===== config.mk =====
export PLATFORM = sky130hd
export DESIGN_NAME = aes_cmd_master
export DESIGN_NICKNAME = d
export VERILOG_FILES = /design/src/rtl/aes_cmd_pkg.sv /design/src/rtl/aes_cmd_xfer.sv /design/src/rtl/aes_cmd_master.sv
export SDC_FILE = /design/constraint.sdc
export NUM_CORES = 1
export LEC_CHECK = 0
export ABC_AREA = 1
export BUFFER_PORTS_ARGS = -buffer_cell sky130_fd_sc_hd__buf_4
export CAP_MARGIN = 0
export CORE_AREA = 5 5 226 228
export CTS_CLUSTER_SIZE = 16
export DETAILED_ROUTE_END_ITERATION = 8
export DIE_AREA = 0 0 231 233
export GPL_ROUTABILITY_DRIVEN = 0
export SLEW_MARGIN = 10
export SYNTH_ARGS = -nofsm -noshare
export SYNTH_HDL_FRONTEND = slang
export SYNTH_SLANG_ARGS = --single-unit

===== constraint.sdc =====
create_clock -name clk -period 11.5 [get_ports clk]
set_clock_uncertainty 0.15 [all_clocks]
set_input_delay 2.3 -clock clk [delete_from_list [all_inputs] [get_ports clk]]
set_output_delay 2.3 -clock clk [all_outputs]
set_load 0.02 [all_outputs]

===== src/rtl/aes_cmd_pkg.sv =====
// Shared constants, FSM states and register-map helpers for the AES command-bus master.
package aes_cmd_pkg;

   localparam logic [7:0] OFF_START = 8'h00;
   localparam logic [7:0] OFF_STATE = 8'h01;
   localparam logic [7:0] OFF_ADDR  = 8'h02;
   localparam logic [7:0] OFF_LEN   = 8'h04;
   localparam logic [7:0] OFF_CTR   = 8'h10;
   localparam logic [7:0] OFF_KEY0  = 8'h20;

   localparam int         NUM_CFG_BYTES = 36;
   localparam logic [7:0] START_CMD     = 8'h01;

   typedef enum logic [2:0] {
      ST_IDLE,
      ST_WR_REGS,
      ST_WR_START,
      ST_POLL_RD,
      ST_POLL_WAIT
   } state_e;

   // Register offset for configuration byte idx (ADDR, LEN, CTR, KEY0, all little-endian).
   function automatic logic [7:0] cfg_offset(input logic [5:0] idx);
      if (idx < 6'd2)       return OFF_ADDR + {2'b00, idx};
      else if (idx < 6'd4)  return OFF_LEN  + {2'b00, idx - 6'd2};
      else if (idx < 6'd20) return OFF_CTR  + {2'b00, idx - 6'd4};
      else                  return OFF_KEY0 + {2'b00, idx - 6'd20};
   endfunction

endpackage


===== src/rtl/aes_cmd_xfer.sv =====
// Single-transfer engine: registered stb/wr/addr/data held until ack, with ack timeout.
module aes_cmd_xfer #(
   parameter int ACK_TIMEOUT = 255
) (
   input  logic        clk,
   input  logic        rst,
   input  logic        req,
   input  logic        wr,
   input  logic [15:0] addr,
   input  logic [7:0]  wdata,
   output logic [7:0]  rdata,
   output logic        xfer_done,
   output logic        xfer_timeout,
   output logic        cmd_stb,
   output logic        cmd_wr,
   output logic [15:0] cmd_addr,
   output logic [7:0]  cmd_data_out,
   input  logic [7:0]  cmd_data_in,
   input  logic        cmd_ack
);

   logic [7:0] wait_cnt;

   assign rdata        = cmd_data_in;
   assign xfer_done    = cmd_stb && cmd_ack;
   // An ack in the limit cycle wins because the timeout is qualified by !cmd_ack.
   assign xfer_timeout = cmd_stb && !cmd_ack && (wait_cnt == 8'(ACK_TIMEOUT - 1));

   // NOTE: sequential state uses non-blocking assignments only, so every flop samples pre-edge values.
   always_ff @(posedge clk) begin
      if (rst) begin
         cmd_stb      <= 1'b0;
         cmd_wr       <= 1'b0;
         cmd_addr     <= '0;
         cmd_data_out <= '0;
         wait_cnt     <= '0;
      end else if (!cmd_stb) begin
         // Low stb after an ack guarantees the single idle cycle between transfers.
         if (req) begin
            cmd_stb      <= 1'b1;
            cmd_wr       <= wr;
            cmd_addr     <= addr;
            cmd_data_out <= wdata;
            wait_cnt     <= '0;
         end
      end else if (xfer_done || xfer_timeout) begin
         cmd_stb <= 1'b0;
      end else begin
         wait_cnt <= wait_cnt + 8'd1;
      end
   end

endmodule


===== src/rtl/aes_cmd_master.sv =====
// Programs the AES register file from one job request, starts the engine and polls it to idle.
module aes_cmd_master
   import aes_cmd_pkg::*;
#(
   parameter logic [15:0] AES_BASE    = 16'hff00,
   parameter int          ACK_TIMEOUT = 255,
   parameter int          POLL_GAP    = 4
) (
   input  logic         clk,
   input  logic         rst,
   input  logic         job_valid,
   output logic         job_ready,
   input  logic [15:0]  job_addr,
   input  logic [15:0]  job_len,
   input  logic [127:0] job_ctr,
   input  logic [127:0] job_key,
   output logic         done,
   output logic         err,
   output logic         busy,
   output logic         cmd_stb,
   output logic         cmd_wr,
   output logic [15:0]  cmd_addr,
   output logic [7:0]   cmd_data_out,
   input  logic [7:0]   cmd_data_in,
   input  logic         cmd_ack
);

   state_e                       state;
   logic [5:0]                   idx;
   logic [7:0]                   gap_cnt;
   logic [NUM_CFG_BYTES*8-1:0]   cfg_q;

   logic        x_req;
   logic        x_wr;
   logic [15:0] x_addr;
   logic [7:0]  x_wdata;
   logic [7:0]  x_rdata;
   logic        x_done;
   logic        x_timeout;

   // NOTE: the job payload is pure data qualified by the FSM, so it is deliberately left unreset.
   always_ff @(posedge clk) begin
      if (state == ST_IDLE && job_valid) begin
         cfg_q <= {job_key, job_ctr, job_len, job_addr};
      end
   end

   // In IDLE the first byte comes straight from the job inputs so stb rises right after accept.
   // NOTE: every always_comb output gets a default first, which rules out inferred latches.
   always_comb begin
      x_req   = 1'b0;
      x_wr    = 1'b1;
      x_addr  = AES_BASE + {8'h00, OFF_START};
      x_wdata = 8'h00;
      case (state)
         ST_IDLE: begin
            x_req   = job_valid;
            x_addr  = AES_BASE + {8'h00, OFF_ADDR};
            x_wdata = job_addr[7:0];
         end
         ST_WR_REGS: begin
            x_req   = 1'b1;
            x_addr  = AES_BASE + {8'h00, cfg_offset(idx)};
            x_wdata = cfg_q[{idx, 3'b000} +: 8];
         end
         ST_WR_START: begin
            x_req   = 1'b1;
            x_wdata = START_CMD;
         end
         ST_POLL_RD: begin
            x_req  = 1'b1;
            x_wr   = 1'b0;
            x_addr = AES_BASE + {8'h00, OFF_STATE};
         end
         default: ;
      endcase
   end

   always_ff @(posedge clk) begin
      if (rst) begin
         state     <= ST_IDLE;
         idx       <= '0;
         gap_cnt   <= '0;
         done      <= 1'b0;
         err       <= 1'b0;
         busy      <= 1'b0;
         job_ready <= 1'b1;
      end else begin
         done <= 1'b0;
         err  <= 1'b0;
         case (state)
            ST_IDLE: begin
               if (job_valid) begin
                  state     <= ST_WR_REGS;
                  idx       <= '0;
                  busy      <= 1'b1;
                  job_ready <= 1'b0;
               end
            end
            ST_WR_REGS: begin
               if (x_done) begin
                  if (idx == 6'(NUM_CFG_BYTES - 1)) state <= ST_WR_START;
                  else                              idx   <= idx + 6'd1;
               end
            end
            ST_WR_START: begin
               if (x_done) state <= ST_POLL_RD;
            end
            ST_POLL_RD: begin
               if (x_done) begin
                  if (x_rdata == 8'h00) begin
                     state     <= ST_IDLE;
                     done      <= 1'b1;
                     busy      <= 1'b0;
                     job_ready <= 1'b1;
                  end else if (POLL_GAP > 1) begin
                     state   <= ST_POLL_WAIT;
                     gap_cnt <= '0;
                  end
               end
            end
            ST_POLL_WAIT: begin
               // Leaving one cycle early lets the normal post-ack gap complete the POLL_GAP idle cycles.
               if (gap_cnt == 8'(POLL_GAP - 2)) state   <= ST_POLL_RD;
               else                             gap_cnt <= gap_cnt + 8'd1;
            end
            default: state <= ST_IDLE;
         endcase
         if (x_timeout) begin
            state     <= ST_IDLE;
            done      <= 1'b1;
            err       <= 1'b1;
            busy      <= 1'b0;
            job_ready <= 1'b1;
         end
      end
   end

   aes_cmd_xfer #(
      .ACK_TIMEOUT (ACK_TIMEOUT)
   ) u_xfer (
      .clk          (clk),
      .rst          (rst),
      .req          (x_req),
      .wr           (x_wr),
      .addr         (x_addr),
      .wdata        (x_wdata),
      .rdata        (x_rdata),
      .xfer_done    (x_done),
      .xfer_timeout (x_timeout),
      .cmd_stb      (cmd_stb),
      .cmd_wr       (cmd_wr),
      .cmd_addr     (cmd_addr),
      .cmd_data_out (cmd_data_out),
      .cmd_data_in  (cmd_data_in),
      .cmd_ack      (cmd_ack)
   );

endmodule


## Word-level counts from Yosys, hierarchy flattened

Cells that the tools add are included.
Widths: inputs -> output; s select.

- Register bits after elaboration: 343
- Output and inout port bits: 30

- Add/sub/neg operators: 11
- Order comparisons: 3
- Equality and inequality tests: 18
- Shifts and indexed selects: 1
- Multiplexer cells: 43
- Bitwise logic cells: 1
- Reductions and logical operators: 20

Operators with widths:

| operator | count |
|---|---|
| $shiftx 288x10->8 | 1 |
| $mux 8 | 7 |
| $pmux 16 s3 | 1 |
| $pmux 8 s3 | 1 |
| $mux 3 | 7 |
| $mux 7 | 3 |
| $mux 6 | 3 |
| $add 8x1->8 const B | 2 |
| $ne 2x2->1 const B | 8 |
| $pmux 8 s2 | 1 |
| $mux 1 | 15 |
| $pmux 3 s5 | 1 |
| $pmux 6 s2 | 1 |
| $reduce_and 4->1 | 3 |
| $add 9x9->10 const A | 1 |
| $eq 8x2->1 const B | 1 |
| $eq 8x8->1 const B | 1 |
| $logic_not 8->1 | 1 |
| $reduce_bool 2->1 | 4 |
| $add 2x6->7 const A | 1 |
| $add 3x6->7 const A | 1 |
| $add 5x6->7 const A | 1 |
| $add 6x6->7 const A | 1 |
| $add 6x1->6 const B | 1 |
| other kinds (21) | 30 |

## Logic depth before layout (Yosys ltp)

- Depth in word-level cells: 8
- Depth in mapped cells: 17

## Hierarchy

Synthesis repeated with hierarchy kept, for this count alone.

- Cell total of the unflattened synthesis: 1,505
- Area, all modules: 14,921.8 sq um

By module, submodules not included:

| module | times used | cells an instance | area an instance (sq um) | sequential area each (sq um) |
|---|---|---|---|---|
| aes_cmd_master | 1 | 1,316 | 13,494.2 | 9,068.7 |
| aes_cmd_xfer | 1 | 189 | 1,427.6 | 680.7 |

## Worst setup path after synthesis

OpenSTA, ideal clock, no wires.

- Kind: in2reg
- Start point: input job_valid
- End point: register cfg_q[0], enable pin
- Arrival: 7,956 ps
- Required time: 10,713 ps
- Setup slack: 2,757 ps
- Stages on the path: 2
- Path through: nand2_1 inv_1

- Longest elaborated chain between the ends: 1

RTL lines:

| what | line | source |
|---|---|---|
| start: declaration | aes_cmd_master.sv:11 | `input logic job_valid,` |
| $logic_and 1x1->1 | aes_cmd_master.sv:43 | `if (state == ST_IDLE && job_valid) begin` |
| end signal: assignment | aes_cmd_master.sv:44 | `cfg_q <= {job_key, job_ctr, job_len, job_addr};` |
| end: declaration | aes_cmd_master.sv:31 | `logic [NUM_CFG_BYTES*8-1:0] cfg_q;` |

Every way passes these cells.
A chain may end at the register's enable or synchronous reset.

## Worst setup path after layout

- Start point: input job_valid
- End point: register cfg_q[105], enable pin

Same word-level chain as after synthesis.

==> impl_metrics.toml <==
[outcome]
run_status = "complete, no violations"

[route]
drt_iter0_drc = 745
wl_um = 43700
detail_route.first_pass.iterations = 5
num_vias = 10800
antenna_left = 0
routedWlPerCell_um = 18.2
drc = 0
vias_per_cell = 4.52

[clocking]
clk_pin_slew_ns = 0.06
clk_latency_ns = 0.57
cts_hold_buffers = 0
cts_resized = 0
cts_buffers = 39
cts_tree = "built"
postCtsSetupRepairBufs = 0
cts_buffer_depth = 3
root_buffer = "clkbuf_16"
clock_sinks = 335
htree_levels = 2

[timing]
worst_pin_slew_ns = 1.14
setup_tns_ns = 0
clock.fmax_mhz = 226
report.final.slew_viol_count = 0
rsz0062_at_grt = "false"
slew-limit-headroom_pct = 24.2
hold_viol = 0
hold_ws_ns = 0.304
min_period_ns = 4.42
fin_crit_sh_pct = 38.4
setup_viol_count_final = 0

[setup_path]
required_ns = 11.53
critPathBufInv = 3
worstSetupPathType = "input port to flip-flop"
path_max_fanout = 121
crit_top_cell = "buf_4"
slowest_stage = "buf_4"
crit_chain = "buf_4, nand2_1, inv_8, buf_4"
critical_path.max_stage_delay_ns = 1.00
end_kind = "flip-flop"
critical_path_arrival_ns = 4.45
startpoint_type = "input port"
cp_top_family = "buffers and inverters"

[synth]
yosysTopAreaCellShare_pct = 59.6
synth.avg_cell_area_sq_um = 10.1
synthTopCellsByArea = "edfxtp_1, nand2_1, dfxtp_1"
async_reset_ff_share_pct = 0
synth_top_area_cell = "edfxtp_1"
synth_edf_count = 288
yosysSeqAreaShare_pct = 66.1
synthFlopType = "edfxtp_1"
yosysUniqueCellTypes = 43
ys_top_cells_by_count = "nand2_1, edfxtp_1, nor2_1"
yosys_warnings = 0
yosys_register_bits = 335
synthCells = 1434
mappedNetlistArea_sq_mm = 0.0145
syn_nets = 1746
yosysMostFrequentCell = "nand2_1"

[final_layout]
multi_input_area_sq_mm = 0.00405
stdcell_count = 2399
n_fill_cell = 4758
syn2layout_area_growth_pct = 29.2
regArea_sq_mm = 0.00960
drive_gt1_share_pct = 24.0
final_nets = 2056
final_area_sq_mm = 0.0187

[flow_run]
maxCapViolCount = 0

[power_and_ir_drop]
ir_drop_uv = 124
p_leak_uw = 0.00795
p_per_area_mw_per_mm2 = 200
power_uw = 3750

[grt]
grt_remaining_overflow = 0
grt_pass1_wl_um = 64800
first_global_vias = 11100
grt_max_degree = 122
antenna_found_initial = 4
grt.total_usage_pct = 15.8

[floorplan]
die_area_sq_mm = 0.0538
ios = 330
placementRows = 81
die_h_um = 233
initial_core_util_pct = 29.8
die_w_um = 231
fp.coreArea_sq_mm = 0.0486

[hold_path]
hold_class = "flip-flop to flip-flop"

[placed_design]
dp_cells = 2325
port-buffer-count = 328
placed_area_sq_mm = 0.0174
hpwl_um = 31000
layer usage:
metal,wire length (um),global-route usage [%],up-vias
li1,-,-,5398
met1,19000,20.4,5071
met2,21100,26.3,298
met3,2320,3.22,66
met4,1290,6.32,2
met5,13,0,-
worst register-to-register path, cell delays in order, from the launching register on:
cell and delay [ns]:
dfxtp_1 0.33, inv_2 0.14, nand2_2 0.11, nor2_4 0.26
nand2_1 0.28, inv_8 0.59, buf_4 1.20
where the power goes:
part	internal (uW)	switching, uW
registers	1630	73.9
logic	233	531
clock network	773	510
total	2640	1110
cells by family after synthesis:
logic type               share of synthesized area, %
adder cells (fa/ha/maj)                          1.03
XOR/XNOR                                        0.362
AO/OA/AOI/OAI                                    5.03
other                                          0.0258
flip-flops                                       66.1
buffers and inverters                            5.97
AND/OR/NAND/NOR                                  21.5
through the flow:
stage	setup slack [ns]	util, %
after floorplan	2.76	-
after global placement	6.60	35.8
after detailed placement	6.52	35.8
after CTS	7.13	38.5
after global routing	6.91	38.5
final	7.08	38.5
final cells by class:
class	count	share of cell area (%)
repair buffers	336	13.5
clock inverters	22	1.45
clock buffers	49	5.65
flip-flops and latches	335	51.2
multi-input cells	915	21.6
inverters	117	2.40
diodes	3	0.0401
well taps	622	4.15
final timing paths:
path                          start                endpoint  slack [ns]  depth (start not counted)
min reg2reg  u_xfer.cmd_data_out[6]  u_xfer.cmd_data_out[6]        0.30                          2
min          u_xfer.cmd_data_out[6]  u_xfer.cmd_data_out[6]        0.30                          2
max reg2reg                state[0]              cfg_q[105]        8.01                          6
max                       job_valid              cfg_q[105]        7.08                          4
flip-flops by register name, summed over array words and instances (netlist names), 3 cells and up:
signal,cells
cfg_q,288
u_xfer.cmd_data_out,8
idx,6
state,3
gap_cnt,8
u_xfer.wait_cnt,8
u_xfer.cmd_addr,8
cell usage in the layout, fill, tap and decap left out, types with 6 or more instances in the layout:
cell type  count
nand2_1      451
buf_4        336
edfxtp_1     288
nor2_1       169
inv_1        104
nand3_1      103
o21ai_0       61
dfxtp_1       44
clkbuf_16     40
o21ai_1       25
a21oi_1       22
ha_1          12
nor3_1        11
inv_2          9
clkinv_1       9
o22ai_1        9
o211ai_1       7
clkbuf_1       6
Note: power is estimated with default switching activity, not from simulation.
